## src/rtl/hex_scan_controller_if.sv

```systemverilog
// -----------------------------------------------------------------------------
// hex_scan_controller_if
//   Load port of the 8-digit hex scan controller.
//
//   Handshake: a word transfers on every rising clk edge where load_valid and
//   load_ready are both 1. The requester holds load_valid and load_data stable
//   until that edge. load_ready may rise or fall at any time and does not
//   depend on load_valid. load_data is ignored whenever no transfer happens.
//
//   Signals
//     load_valid  requester -> controller  a word is offered on load_data
//     load_data   requester -> controller  32-bit display word, nibble 0 = rightmost digit
//     load_ready  controller -> requester  no word is pending, a new one can be taken
//
//   Modports
//     master  requester side
//     slave   controller side
// -----------------------------------------------------------------------------
interface hex_scan_controller_if;
  logic        load_valid;
  logic [31:0] load_data;
  logic        load_ready;

  modport master (
    output load_valid,
    output load_data,
    input  load_ready
  );

  modport slave (
    input  load_valid,
    input  load_data,
    output load_ready
  );
endinterface

```

## src/rtl/hex_scan_controller.sv

```systemverilog
// -----------------------------------------------------------------------------
// hex_scan_controller
//   Time-multiplexed scan controller for an 8-digit hex 7-segment display.
//   A 32-bit display word is shown one nibble per digit slot. Digit k shows
//   word[4*k +: 4]. Each slot is REFRESH_DIV clock cycles long. The first GUARD
//   cycles of each slot keep every anode off, so the previous digit's segments
//   cannot ghost onto the next digit.
//
//   New words are taken through a one-deep pending register. They move into
//   the display register only at a frame boundary, which is the last cycle of
//   digit 7. As a result, no frame ever mixes two words.
//
//   Parameters
//     REFRESH_DIV  clk cycles per digit slot (must be >= GUARD+2)
//     GUARD        all-anodes-off cycles at the start of each slot (>= 1)
//
//   Ports
//     clk         system clock
//     rst_n       synchronous reset, active low
//     load        load handshake (slave side of hex_scan_controller_if)
//     blank_lz    1 = blank leading-zero digits
//     dp_mask     bit k lights the decimal point of digit k (used live)
//     digit_sel   digit currently scanned, 0..7
//     nibble_out  nibble of the display word for digit_sel
//     anode_n     active-low one-hot digit enables
//     seg_n       active-low segments {g,f,e,d,c,b,a}
//     dp_n        active-low decimal point
//     frame_done  1-cycle pulse on the first cycle of every new frame
// -----------------------------------------------------------------------------
module hex_scan_controller #(
  parameter int REFRESH_DIV = 100000,
  parameter int GUARD       = 16
) (
  input  logic                        clk,
  input  logic                        rst_n,
  hex_scan_controller_if.slave        load,
  input  logic                        blank_lz,
  input  logic [7:0]                  dp_mask,
  output logic [2:0]                  digit_sel,
  output logic [3:0]                  nibble_out,
  output logic [7:0]                  anode_n,
  output logic [6:0]                  seg_n,
  output logic                        dp_n,
  output logic                        frame_done
);

  localparam int CNT_W = (REFRESH_DIV > 1) ? $clog2(REFRESH_DIV) : 1;

  localparam logic [CNT_W-1:0] CNT_LAST  = CNT_W'(REFRESH_DIV - 1);
  localparam logic [CNT_W-1:0] CNT_GUARD = CNT_W'(GUARD);

  // ---------------------------------------------------------------------------
  // State
  // ---------------------------------------------------------------------------
  logic [31:0]      disp;        // word currently being scanned out
  logic [31:0]      pend;        // word accepted but not yet displayed
  logic             pend_valid;
  logic [CNT_W-1:0] cnt;         // cycle position inside the current slot

  // ---------------------------------------------------------------------------
  // Control decode
  // ---------------------------------------------------------------------------
  logic       cnt_last;
  logic       frame_end;
  logic       load_fire;
  logic       in_guard;
  logic [2:0] top_idx;
  logic       lz_blank;
  logic       lit;

  assign cnt_last  = (cnt == CNT_LAST);
  assign frame_end = cnt_last && (digit_sel == 3'd7);

  // While a word is pending, load_ready is low. A pending word at the frame
  // boundary therefore never competes with a new load.
  assign load.load_ready = ~pend_valid;
  assign load_fire       = load.load_valid && ~pend_valid;

  // The guard phase is decoded straight from the registered counter, so the
  // outputs change in the same cycle as cnt without an extra pipeline stage.
  assign in_guard = (cnt < CNT_GUARD);

  // Position of the highest non-zero nibble. When disp is zero this is 0,
  // so digit 0 always stays visible and an all-zero word shows "0".
  always_comb begin
    top_idx = 3'd0;
    for (int k = 1; k < 8; k++) begin
      if (disp[4*k +: 4] != 4'h0) begin
        top_idx = 3'(k);
      end
    end
  end

  // A leading-zero digit is dark for its whole slot, the same as a guard.
  assign lz_blank = blank_lz && (digit_sel > top_idx);
  assign lit      = ~in_guard && ~lz_blank;

  // ---------------------------------------------------------------------------
  // Registers
  // ---------------------------------------------------------------------------
  always_ff @(posedge clk) begin
    if (!rst_n) begin
      disp       <= '0;
      pend       <= '0;
      pend_valid <= 1'b0;
      cnt        <= '0;
      digit_sel  <= 3'd0;
      frame_done <= 1'b0;
    end else begin
      frame_done <= frame_end;

      if (cnt_last) begin
        cnt       <= '0;
        digit_sel <= digit_sel + 3'd1;   // wraps 7 -> 0 naturally
      end else begin
        cnt <= cnt + CNT_W'(1);
      end

      // The two branches are mutually exclusive because load_fire needs
      // pend_valid low. A load accepted on the boundary cycle lands in pend
      // and waits for the next boundary.
      if (frame_end && pend_valid) begin
        disp       <= pend;
        pend_valid <= 1'b0;
      end else if (load_fire) begin
        pend       <= load.load_data;
        pend_valid <= 1'b1;
      end
    end
  end

  // ---------------------------------------------------------------------------
  // Hex to segment decode, active-high {g,f,e,d,c,b,a}
  // ---------------------------------------------------------------------------
  function automatic logic [6:0] hex_to_seg(input logic [3:0] v);
    logic [6:0] s;
    case (v)
      4'h0:    s = 7'h3F;  // abcdef
      4'h1:    s = 7'h06;  // bc
      4'h2:    s = 7'h5B;  // abdeg
      4'h3:    s = 7'h4F;  // abcdg
      4'h4:    s = 7'h66;  // bcfg
      4'h5:    s = 7'h6D;  // acdfg
      4'h6:    s = 7'h7D;  // acdefg
      4'h7:    s = 7'h07;  // abc
      4'h8:    s = 7'h7F;  // abcdefg
      4'h9:    s = 7'h6F;  // abcdfg
      4'hA:    s = 7'h77;  // abcefg
      4'hB:    s = 7'h7C;  // cdefg
      4'hC:    s = 7'h39;  // adef
      4'hD:    s = 7'h5E;  // bcdeg
      4'hE:    s = 7'h79;  // adefg
      default: s = 7'h71;  // aefg (F)
    endcase
    return s;
  endfunction

  // ---------------------------------------------------------------------------
  // Display outputs
  // ---------------------------------------------------------------------------
  assign nibble_out = disp[{digit_sel, 2'b00} +: 4];

  always_comb begin
    anode_n = 8'hFF;
    seg_n   = 7'h7F;
    dp_n    = 1'b1;
    if (lit) begin
      anode_n = ~(8'b1 << digit_sel);
      seg_n   = ~hex_to_seg(nibble_out);
      dp_n    = ~dp_mask[digit_sel];
    end
  end

endmodule

```

## src/flat_wrapper.sv

```systemverilog
// flat-port wrapper written by rule: the top's interface ports become plain ports
module hex_scan_controller_flat 
#(
  parameter int REFRESH_DIV = 100000,
  parameter int GUARD       = 16
)
  (clk, rst_n, blank_lz, dp_mask, digit_sel, nibble_out, anode_n, seg_n, dp_n, frame_done, load_load_valid, load_load_data, load_load_ready);
  hex_scan_controller_if load_i ();
  input  logic clk;
  input  logic rst_n;
  input  logic blank_lz;
  input  logic [7:0] dp_mask;
  output logic [2:0] digit_sel;
  output logic [3:0] nibble_out;
  output logic [7:0] anode_n;
  output logic [6:0] seg_n;
  output logic dp_n;
  output logic frame_done;
  input wire logic [$bits(load_i.load_valid)-1:0] load_load_valid;
  input wire logic [$bits(load_i.load_data)-1:0] load_load_data;
  output wire logic [$bits(load_i.load_ready)-1:0] load_load_ready;
  assign load_i.load_valid = load_load_valid;
  assign load_i.load_data = load_load_data;
  assign load_load_ready = load_i.load_ready;
  hex_scan_controller #(.REFRESH_DIV(REFRESH_DIV), .GUARD(GUARD)) u_core (.clk(clk), .rst_n(rst_n), .load(load_i), .blank_lz(blank_lz), .dp_mask(dp_mask), .digit_sel(digit_sel), .nibble_out(nibble_out), .anode_n(anode_n), .seg_n(seg_n), .dp_n(dp_n), .frame_done(frame_done));
endmodule
```

## config.mk

```make
export PLATFORM = sky130hd
export DESIGN_NAME = hex_scan_controller_flat
export DESIGN_NICKNAME = d
export VERILOG_FILES = /design/src/rtl/hex_scan_controller_if.sv /design/src/rtl/hex_scan_controller.sv /design/src/flat_wrapper.sv
export SDC_FILE = /design/constraint.sdc
export NUM_CORES = 1
export LEC_CHECK = 0
export BUFFER_PORTS_ARGS = -buffer_cell sky130_fd_sc_hd__buf_2
export CORE_MARGIN = 1.5
export CORE_UTILIZATION = 40
export CTS_CLUSTER_DIAMETER = 100
export DETAILED_ROUTE_END_ITERATION = 7
export PLACE_DENSITY = 0.6
export SYNTH_ARGS = -nofsm -noshare
export SYNTH_HDL_FRONTEND = slang
export SYNTH_SLANG_ARGS = --single-unit
```

## constraint.sdc

```tcl
create_clock -name clk -period 4.1 [get_ports clk]
set_clock_uncertainty 0.05 [all_clocks]
set_input_delay 0.41 -clock clk [delete_from_list [all_inputs] [get_ports clk]]
set_output_delay 0.41 -clock clk [all_outputs]
set_load 0.1 [all_outputs]
```

# Word level (Yosys, flattened, before mapping)
# Memory sizes are Yosys's and may differ from the RTL's.
# Index checks and enable logic that the tools add are counted.
# Widths: inputs -> output; s select.
[op_classes]
n_addsub = 2
n_lt_le_gt_ge = 3
n_eq_ne = 2
shifts = 2
muxes = 13
bitwise = 8
n_reduce_logical = 15
[op_table]
columns = ["op", "n"]
rows = [
  ["$shiftx 32x6->4", 1],
  ["$reduce_bool 4->1", 7],
  ["$add 17x1->17 const B", 1],
  ["$eq 17x17->1 const B", 1],
  ["$lt 17x5->1 const B", 1],
  ["$mux 7", 2],
  ["$mux 3", 4],
  ["$mux 8", 1],
  ["$not 8->8", 1],
  ["$shl 1x3->8 const A", 1],
  ["$not 7->7", 1],
  ["$not 1->1", 6],
  ["$logic_and 1x1->1", 5],
  ["$lt 3x4->1 const B", 1],
  ["$mux 2", 2],
  ["$reduce_or 2->1", 2],
  ["$add 3x1->3 const B", 1],
  ["$bmux 1 s3", 1],
  ["$eq 3x3->1 const B", 1],
  ["$gt 3x3->1", 1],
  ["$mux 1", 3],
  ["$reduce_and 2->1", 1],
]
[totals]
regBits = 86
rom_bits = 112
in_bits = 44
out_inout_bits = 25
memories = 1
[memory_table]
columns = ["name", "words", "word_bits", "rd", "rd_clocked_by_memory_dff", "wr", "line_no", "text"]
rows = [
  ["(no name shown)", 16, 7, 1, 0, 0, "hex_scan_controller.sv:137", "case (v)"],
]

# Longest topological paths before layout
[logic_depth]
depth_word = 15
ltp_mapped = 10

# Worst setup path before layout
# OpenSTA, ideal clock, no wires.
[synth_timing]
path_kind = "reg-to-output"
startpoint = "reg u_core.digit_sel[0]"
endpoint = "out seg_n[2]"
arrival_time_ns = 6.710
path_slack_ns = -3.070
stages_incl_launch_ff = 8
path_buffers = 2
cell_sequence = "dfxtp_1 > buf_6 > buf_4 > mux4_2 > mux2i_1 > inv_1 > ha_1 > o311ai_0"
[synth_between]
elab_chain_cells = 5
word_cells_on_any_way = 9
classes_between = "order compare: 1; shift: 1; mux: 2; bitwise: 2; reduce/logical: 2; memory: 1"
[synth_rtl]
columns = ["element", "line_no", "text"]
rows = [
  ["start: declaration", "hex_scan_controller.sv:39", "output logic [2:0] digit_sel,"],
  ["start signal: assignment", "hex_scan_controller.sv:114", "digit_sel <= digit_sel + 3'd1;"],
  ["$shiftx 32x6->4", "hex_scan_controller.sv:161", "assign nibble_out = disp[{digit_sel, 2'b00} +: 4];"],
  ["via nibble_out[0]", "flat_wrapper.sv:14", "output logic [3:0] nibble_out;"],
  ["$mem_v2 16x7", "n/a", ""],
  ["$mux 7", "hex_scan_controller.sv:167", "if (lit) begin"],
  ["$not 7->7", "hex_scan_controller.sv:169", "seg_n = ~hex_to_seg(nibble_out);"],
  ["$mux 7", "hex_scan_controller.sv:167", ""],
  ["end: declaration", "flat_wrapper.sv:16", "output logic [6:0] seg_n;"],
]
# The timed path passes the listed nets, and every way through them passes these cells. The select of a mux whose other input is x is not followed.

# Worst setup path in the final report
[layout_timing]
startpoint = "reg u_core.digit_sel[0]"
endpoint = "out seg_n[3]"
[layout_between]
elab_chain_cells = 5
word_cells_on_any_way = 9
classes_between = "order compare: 1; shift: 1; mux: 2; bitwise: 2; reduce/logical: 2; memory: 1"
[layout_rtl]
columns = ["element", "line_no"]
rows = [
  ["$shiftx 32x6->4 or $gt 3x3->1 (tied branches)", "hex_scan_controller.sv:161, hex_scan_controller.sv:95"],
  ["$mem_v2 16x7 or $logic_and 1x1->1 (tied branches)", "n/a"],
  ["$mux 7 or $not 1->1 (tied branches)", "hex_scan_controller.sv:167, hex_scan_controller.sv:96"],
  ["$not 7->7 or $logic_and 1x1->1 (tied branches)", "hex_scan_controller.sv:169, hex_scan_controller.sv:96"],
  ["$mux 7 *", "hex_scan_controller.sv:167"],
]
# Every way passes the cells marked *; elsewhere a longest branch is shown, timed or not. The select of a mux whose other input is x is not followed.

==> flow_summary.json <==
{
  "die_area_mm2": 0.0111,
  "irDropWorstVdd_mv": 0.124,
  "finalInstanceArea_mm2": 0.00485,
  "grt_max_degree": 73,
  "fp.dieH_um": 105,
  "synth_ff_type": "dfxtp_1",
  "cts-root-buf": "clkbuf_8",
  "ios": 69,
  "clock_path_buffers": 2,
  "syn_inst": 497,
  "wl_per_cell_um": 13.2,
  "slew_headroom": 0.249,
  "path_class": "reg2out",
  "io_buffer_count": 68,
  "ff2ff_path_depth": 6,
  "numCtsBuffers": 9,
  "antenna_left": 0,
  "p_leak_nw": 1.88,
  "layout_setup_ws_ps": 275,
  "die_w_um": 105,
  "antenna_found_initial": 0,
  "crit_family": "multiplexers",
  "cts.sinks": 86,
  "via_count": 3427,
  "r2r_start": "u_core.digit_sel[0]",
  "syn_avg_cell_area_um2": 8.43,
  "drt_first_pass_iters": 5,
  "grt_pass1_vias": 3348,
  "synth_most_common_cell": "nand2_1",
  "htree_num_levels": 3,
  "synth_top_cell_area_share": 0.411,
  "post_cts_resized": 0,
  "yosys_warnings": 0,
  "cts_setup_buffers": 0,
  "synth-adder-area-share": 0.0448,
  "grt_overflow_total": 0,
  "holdPathStages": 3,
  "period_minus_slack_ps": 3820,
  "finalMaxSlewViolations": 0,
  "rsz0062_at_grt": "no",
  "ys_ff_latch": 86,
  "slowest_stage": "a2111oi_1",
  "worst_ep_required_time_ps": 3640,
  "final_hold_viol_count": 0,
  "clkTransAtPathRegs_ps": 90,
  "path_cells": "mux4_2 > mux2i_2 > clkinvlp_4 > ha_1 > inv_1 > nor3_1 > a2111oi_1 > a31oi_4 > buf_2",
  "fin_tns_setup_ps": 0,
  "first_iter_violations": 149,
  "synth.area.mux_share": 0.0669,
  "path_buf_inv": 3,
  "dp_hpwl_um": 6550,
  "core_mm2": 0.0102,
  "synthToLayoutAreaGrowth_pct": 15.9,
  "cts_tree": "done",
  "synth_common_cells": "155 x nand2_1, 86 x dfxtp_1, 57 x a21boi_0",
  "outcome": "finished clean",
  "grtUsageTotal": 0.171,
  "worst_pin_slew_ps": 1120,
  "final_util": 0.474,
  "start_util": 0.409,
  "syn-num-nets": 556,
  "synth_cell_types": 46,
  "async_flop_share": 0,
  "rows": 37,
  "vias_per_cell": 4.98,
  "finalSetupViolations": 0,
  "synthTopCellsByArea": "dfxtp_1 41%, nand2_1 14%, a21boi_0 10%",
  "hold_path.class": "in2reg",
  "gp_congestion": 0.816,
  "drcViolationCount": 0,
  "drive_above_1_share": 0.188,
  "cp_max_fo": 17,
  "synth_edf_count": 0,
  "cts_hold_buffers": 0,
  "cp_data_arrival_time_ps": 3360,
  "powerDensity_mw_per_mm2": 325,
  "synth_compound_area_frac": 0.163,
  "clock_latency_ps": 350,
  "seq_area_frac_synth": 0.411,
  "rrSetupSlack_ps": 1660,
  "min-delay-start": "load_load_data[2]",
  "n_antenna_cell": 0,
  "place_inst": 673,
  "pre_cts_ws_ps": 648,
  "hold_end": "u_core.pend[2]",
  "placed_cell_area_mm2": 0.00464,
  "num-nets-final": 607,
  "period_share": 0.933,
  "cpPeakStageDelay_ps": 600,
  "start_kind": "register",
  "rr_endpoint": "u_core.disp[4]",
  "wl_um": 9070,
  "yosys.area_share.simple": 0.234,
  "cp-end-kind": "output pin",
  "grt_pass1_wl_um": 15400,
  "synth_area_mm2": 0.00419,
  "synth-xor-area-share": 0.0355,
  "max_freq_mhz": 261,
  "layout.cells.non_filler": 688,
  "synth_top_area_cell": "dfxtp_1",
  "cap_violations": 0,
  "synth_top_family_by_area": "simple AND/OR/NAND/NOR gates"
}
-- worst max-delay path by stage --
stage,from,depth (start not counted),to
global route,u_core.disp[8],11,seg_n[0]
CTS,u_core.digit_sel[0],9,seg_n[3]
floorplan,u_core.digit_sel[0],8,seg_n[4]
global placement,u_core.digit_sel[0],9,seg_n[3]
finish,u_core.digit_sel[0],9,seg_n[3]
detailed placement,u_core.digit_sel[0],9,seg_n[3]
-- state kept, by name, summed over array words and instances (netlist names) --
register / flops
u_core.frame_done: 1
u_core.disp: 32
u_core.pend: 32
u_core.pend_valid: 1
u_core.cnt: 17
u_core.digit_sel: 3
-- final cells by class --
cell class	count	area, um2
Clock buffer	13	170
Clock inverter	2	38.8
Fill cell	1018	5380
Inverter	11	50.0
Multi-Input combinational cell	370	2340
Sequential cell	86	1730
Tap cell	136	170
Timing Repair Buffer	70	355
-- worst min-delay path, cell delays in order --
cell,delay [ps]
buf_2,90
nand2_1,40
a21boi_0,60
-- cells by family after synthesis --
kind of cell	count (synthesis)
AND/OR/NAND/NOR	231
AO/OA/AOI/OAI	90
flip-flops	86
buffers and inverters	41
XOR/XNOR	17
multiplexers	17
adder cells (fa/ha/maj)	15
-- metal layers --
metal | up-vias | part of all wire | GRT usage
li1 | 1793 | - | -
met1 | 1557 | 0.52 | 0.234
met2 | 66 | 0.43 | 0.267
met3 | 11 | 0.039 | 0.0334
met4 | 0 | 0.014 | 0.0597
met5 | - | 0 | 0
-- cell usage in the layout (no fill, tap or decap), types with 9 or more instances in the layout --
| cell type | n |
|---|---|
| nand2_1 | 155 |
| nor2_1 | 27 |
| inv_1 | 9 |
| xor2_1 | 11 |
| a21boi_0 | 57 |
| ha_1 | 14 |
| dfxtp_1 | 83 |
| nand3_1 | 12 |
| clkbuf_8 | 10 |
| buf_2 | 68 |
| nor4_1 | 9 |
-- stage by stage --
stage	total power (W)	hold slack [ps]
floorplan	0.000938	380
global placement	0.000970	396
detailed placement	0.000972	396
CTS	0.00160	224
global route	0.00165	244
finish	0.00158	245
-- power by group --
| part | switching [W] | leakage [nW] | internal [W] |
|---|---|---|---|
| Sequential | 0.0000125 | 0.700 | 0.000854 |
| Combinational | 0.0000460 | 1.07 | 0.0000380 |
| Clock | 0.000294 | 0.105 | 0.000334 |
Note: power is estimated with default switching activity, not from simulation.
